===== src/rtl/ks_addsub_pipe.sv =====
// Pipelined Kogge-Stone adder/subtractor with N/Z/C/V flags, carry-in modes
// and a valid/ready handshake. A single advance enable stalls the whole pipe.
module ks_addsub_pipe #(
  parameter int WIDTH          = 32,
  parameter int LVLS_PER_STAGE = 2,
  parameter int TAG_W          = 5
) (
  input  logic             clk,
  input  logic             rst_n,
  input  logic             in_valid,
  output logic             in_ready,
  input  logic [WIDTH-1:0] in_a,
  input  logic [WIDTH-1:0] in_b,
  input  logic [1:0]       in_op,
  input  logic             in_cin,
  input  logic [TAG_W-1:0] in_tag,
  output logic             out_valid,
  input  logic             out_ready,
  output logic [WIDTH-1:0] out_sum,
  output logic             out_n,
  output logic             out_z,
  output logic             out_c,
  output logic             out_v,
  output logic [TAG_W-1:0] out_tag
);

  localparam int LOG  = $clog2(WIDTH);
  localparam int NSTG = (LOG + LVLS_PER_STAGE - 1) / LVLS_PER_STAGE;

  // Applies prefix levels lo..hi; level k combines distance 2^(k-1).
  function automatic logic [2*WIDTH-1:0] ks_levels(input logic [WIDTH-1:0] g,
                                                   input logic [WIDTH-1:0] p,
                                                   input int lo, input int hi);
    logic [WIDTH-1:0] gg, pp, gn, pn;
    gg = g;
    pp = p;
    for (int k = 1; k <= LOG; k++) begin
      if (k >= lo && k <= hi) begin
        gn = gg;
        pn = pp;
        for (int i = (1 << (k - 1)); i < WIDTH; i++) begin
          gn[i] = gg[i] | (pp[i] & gg[i - (1 << (k - 1))]);
          pn[i] = pp[i] & pp[i - (1 << (k - 1))];
        end
        gg = gn;
        pp = pn;
      end
    end
    return {gg, pp};
  endfunction

  logic             adv;
  logic [WIDTH-1:0] b_eff, g_in, p_in, g_fold;
  logic             c0_in;

  logic [WIDTH-1:0] st_g   [NSTG];
  logic [WIDTH-1:0] st_p   [NSTG];
  logic [WIDTH-1:0] st_po  [NSTG];
  logic             st_c0  [NSTG];
  logic             st_v   [NSTG];
  logic [TAG_W-1:0] st_tag [NSTG];

  logic [WIDTH-1:0] nxt_g [1:NSTG];
  logic [WIDTH-1:0] nxt_p [1:NSTG];
  logic [WIDTH-1:0] fin_g, fin_sum;

  assign adv      = ~out_valid | out_ready;
  assign in_ready = adv;

  // Carry-in is folded into bit 0 so G[i:0] is directly the carry into bit i+1.
  always_comb begin
    b_eff  = in_b ^ {WIDTH{in_op[0]}};
    c0_in  = in_op[1] ? in_cin : in_op[0];
    g_in   = in_a & b_eff;
    p_in   = in_a ^ b_eff;
    g_fold = {g_in[WIDTH-1:1], g_in[0] | (p_in[0] & c0_in)};
  end

  always_comb begin
    for (int s = 1; s <= NSTG; s++) begin
      {nxt_g[s], nxt_p[s]} = ks_levels(st_g[s-1], st_p[s-1],
                                       (s - 1) * LVLS_PER_STAGE + 1,
                                       s * LVLS_PER_STAGE);
    end
    fin_g   = nxt_g[NSTG];
    fin_sum = st_po[NSTG-1] ^ {fin_g[WIDTH-2:0], st_c0[NSTG-1]};
  end

  always_ff @(posedge clk or negedge rst_n) begin
    if (!rst_n) begin
      for (int s = 0; s < NSTG; s++) begin
        st_g[s]   <= '0;
        st_p[s]   <= '0;
        st_po[s]  <= '0;
        st_c0[s]  <= 1'b0;
        st_v[s]   <= 1'b0;
        st_tag[s] <= '0;
      end
      out_valid <= 1'b0;
      out_sum   <= '0;
      out_n     <= 1'b0;
      out_z     <= 1'b0;
      out_c     <= 1'b0;
      out_v     <= 1'b0;
      out_tag   <= '0;
    end else if (adv) begin
      st_g[0]   <= g_fold;
      st_p[0]   <= p_in;
      st_po[0]  <= p_in;
      st_c0[0]  <= c0_in;
      st_v[0]   <= in_valid;
      st_tag[0] <= in_tag;
      for (int s = 1; s < NSTG; s++) begin
        st_g[s]   <= nxt_g[s];
        st_p[s]   <= nxt_p[s];
        st_po[s]  <= st_po[s-1];
        st_c0[s]  <= st_c0[s-1];
        st_v[s]   <= st_v[s-1];
        st_tag[s] <= st_tag[s-1];
      end
      out_valid <= st_v[NSTG-1];
      out_sum   <= fin_sum;
      out_n     <= fin_sum[WIDTH-1];
      out_z     <= ~|fin_sum;
      out_c     <= fin_g[WIDTH-1];
      out_v     <= fin_g[WIDTH-1] ^ fin_g[WIDTH-2];
      out_tag   <= st_tag[NSTG-1];
    end
  end

endmodule


===== config.mk =====
export PLATFORM = sky130hd
export DESIGN_NAME = ks_addsub_pipe
export DESIGN_NICKNAME = d
export VERILOG_FILES = /design/src/rtl/ks_addsub_pipe.sv
export SDC_FILE = /design/constraint.sdc
export NUM_CORES = 1
export LEC_CHECK = 0
export ABC_AREA = 1
export CORE_MARGIN = 3
export CORE_UTILIZATION = 35
export DETAILED_ROUTE_END_ITERATION = 6
export GPL_TIMING_DRIVEN = 0
export PLACE_DENSITY_LB_ADDON = 0.2
export SYNTH_ARGS = -nofsm -noshare
export SYNTH_HDL_FRONTEND = slang
export SYNTH_SLANG_ARGS = --single-unit
export TNS_END_PERCENT = 50

===== constraint.sdc =====
create_clock -name clk -period 1.2 [get_ports clk]
set_input_delay 0.24 -clock clk [delete_from_list [all_inputs] [get_ports clk]]
set_output_delay 0.24 -clock clk [all_outputs]
set_load 0.02 [all_outputs]

==> qor.yml <==
timing:
  slew_viol_final: 0
  setup_ws_ns: -0.6313
  max_slew_margin: 0.5556
  fin_crit_sh: 1.526
  rsz0062_at_grt: "yes"
  tightest_slew_ns: 0.6596
  whs_ns: -0.3365
  final.setup_skew_ns: 0.01549
  period_needed_ns: 1.831
  timing.final.hold_violations: 63
  max_freq_ghz: 0.5461
  setup_viol: 341
global_routing:
  grt_pass1_vias: 11583
  grt_use_met2: 0.3557
  busiest_layer: "met2"
  grt_pass1_wl_um: 70760
  antenna_found_initial: 0
  grt_max_degree: 81
  track_usage: 0.2285
  overflow: 0
  grt_use_met1: 0.3300
  use_met3: 0.03641
final_layout:
  drive_above_1_share: 0.2662
  fin_nets: 1809
  fillers: 3437
  multi_input_comb_area_mm2: 0.006055
  stdcell_count: 2228
  layout_common_cells: "nand2_1, dfrtp_1, inv_1, nand2_2"
  layout_commonest_cell: "nand2_1"
  finalCoreUtilization: 0.5230
  n_antenna_cell: 0
  syn2layout_area_growth_pct: 45.97
  seq_area_mm2: 0.007461
  finalInstanceArea_mm2: 0.01929
clock_network:
  htreeDepth: 2
  clockRootBuffer: "clkbuf_16"
  cts.clk_slew.worst_paths_ns: 0.05
  cts_buffers: 34
  clk_path_buf_depth: 3
  clk_latency_ns: 0.52
  cts_sinks: 298
  cts_tree: "done"
critical_path:
  worst_setup_path_start_kind: "register"
  critPathLaunch: "out_valid$_DFFE_PN0P_"
  r2r_start: "out_valid$_DFFE_PN0P_"
  reg2reg_depth: 11
  r2r-end: "st_p[44]$_DFFE_PN0P_"
  arrival_ns: 1.59
  crit_family: "buffers and inverters"
  critPathBufInv: 6
  cp.required_ns: 0.96
  cp.depth: 7
  crit_path_end: "in_ready"
  critPathCaptureType: "primary output"
  slowest_stage: "dfrtp_2"
  crit_chain: "inv_2 -> nor2_4 -> inv_2 -> buf_6 -> buf_12 -> buf_8 -> buf_6"
  crit_type: "reg -> out"
  r2r_slack_ns: -0.49
  worstPathMaxFanout: 2
  max_stage_delay_ns: 0.36
place:
  placed_area_mm2: 0.01518
  placed_cells: 2090
  port_buffers: 117
  gp_congestion: 0.9414
  dp_hpwl_um: 32270
outcome:
  status: "finished with violations"
  violations: "hold timing, setup timing"
logic_synthesis:
  yosys.area.top_type: "dfrtp_1"
  yosysUniqueCellTypes: 30
  synth.avg_cell_area_um2: 9.013
  syn_area_mm2: 0.01321
  synth_seq_cells: 298
  syn_nets: 1574
  ys_top_cells_by_area: "dfrtp_1, nand2_1, o21ai_0, inv_1, ha_1"
  syn_inst: 1466
  yosys_warnings: 0
  yosysTopAreaCellShare: 0.5644
  yosysSeqAreaShare: 0.5644
die:
  rows: 70
  die_x_um: 200.3
  die_y_um: 200.3
  coreArea_mm2: 0.03687
  pin_count: 119
  die-area_mm2: 0.04012
  initial_utilization: 0.3583
power:
  irDropWorstVdd_mv: 1.021
  power_density_mw_per_mm2: 2599
  p_leak_nw: 9.003
route:
  wl_per_cell_um: 21.16
  vias: 11327
  antenna_left: 0
  dr.pass1.iters: 5
  viasPerCell: 5.084
  drt-initial-drc-count: 1079
  drt_wl_total_um: 47140
  drc: 0
worst_hold_path:
  hold_path_class: "in -> async"
run:
  cap_violations: 0
-- worst min path at each step --
stage / start / end / slack (ns)
after global routing: rst_n / st_v[2]$_DFFE_PN0P_ / -0.29
after CTS: rst_n / st_v[2]$_DFFE_PN0P_ / -0.31
final: rst_n / st_v[2]$_DFFE_PN0P_ / -0.34
after floorplan: rst_n / fin_g[0]$_DFFE_PN0P_ / -0.06
after global placement: st_v[0]$_DFFE_PN0P_ / out_valid$_DFFE_PN0P_ / 0.45
after detailed placement: rst_n / st_v[2]$_DFFE_PN0P_ / 0.22
-- per-layer routing --
metal	routed length, µm	up-vias
li1	-	5286
met5	0	-
met1	21330	5661
met2	21680	320
met3	2884	60
met4	1242	0
-- worst reg2reg max path: stages, from the launching register on --
cell,delay (ns)
dfrtp_2,0.36
inv_2,0.04
nor2_4,0.14
inv_2,0.06
buf_6,0.12
buf_12,0.12
buf_4,0.13
buf_8,0.13
buf_16,0.17
buf_12,0.14
nand2_8,0.07
o32ai_2,0.08
-- synth_stat cells --
master / n
o21a_1: 15
buf_4: 1
or2_2: 2
ha_1: 32
inv_1: 136
clkbuf_1: 21
inv_2: 1
a211oi_1: 1
o21ai_0: 139
a31oi_1: 35
nand3_1: 32
nor2_1: 50
o211a_1: 8
o21bai_1: 6
o32ai_1: 14
xnor2_1: 4
a21oi_1: 53
a32o_1: 13
buf_6: 2
o31ai_1: 7
buf_2: 43
xor2_1: 36
nand3b_1: 2
o221ai_1: 6
o211ai_1: 17
nor3_1: 11
nand2_1: 475
dfrtp_1: 298
o22ai_1: 5
nor2_4: 1
-- area by class of cell --
cell class / instances / share of cell area
multi-input cells: 964 / 0.3139
inverters: 137 / 0.02666
flip-flops and latches: 298 / 0.3869
well taps: 504 / 0.03270
plain buffers: 67 / 0.05502
clock inverters: 5 / 0.003893
repair buffers: 199 / 0.1250
clock buffers: 54 / 0.05599
-- power breakdown --
group	internal, mW	total [mW]	switching (mW)
clock	6.58	10.8	4.17
combinational	9.83	21.7	11.9
sequential	14.0	17.6	3.64
total	30.4	50.1	19.7
-- repair_timing --
| action | CTS | global route |
|---|---|---|
| pin swaps | 8 | 6 |
| resized for setup | 569 | 231 |
| endpoints found under the setup margin | 341 | 341 |
| gates cloned | 15 | 10 |
| setup buffers | 49 | 7 |
| hold endpoints to repair | 63 | 63 |
-- flip-flops by register name, summed over array words and instances (netlist names), 5 cells and up --
| name | cells |
|---|---|
| nxt_g | 5 |
| fin_g | 16 |
| st_g | 75 |
| out_sum | 32 |
| st_tag | 15 |
| st_po | 62 |
| st_p | 75 |
| out_tag | 5 |
-- cell families after synthesis --
| kind of cell | count (synthesis) | synth area share |
|---|---|---|
| AND/OR/NAND/NOR | 573 | 0.1684 |
| adder cells (fa/ha/maj) | 32 | 0.03030 |
| XOR/XNOR | 40 | 0.02651 |
| AO/OA/AOI/OAI | 319 | 0.1470 |
| flip-flops | 298 | 0.5644 |
| buffers and inverters | 204 | 0.06345 |
-- stage by stage --
step	setup TNS, ns	setup slack [ns]	power, mW
after floorplan	-13.77	-0.09639	25.02
after global placement	-4190.15	-14.53	31.62
after detailed placement	-223.64	-1.077	31.84
after CTS	-94.50	-0.6492	47.14
after global routing	-101.45	-0.6754	52.84
final	-84.72	-0.6313	50.12
No activity file was read; power rests on OpenSTA's default activity.
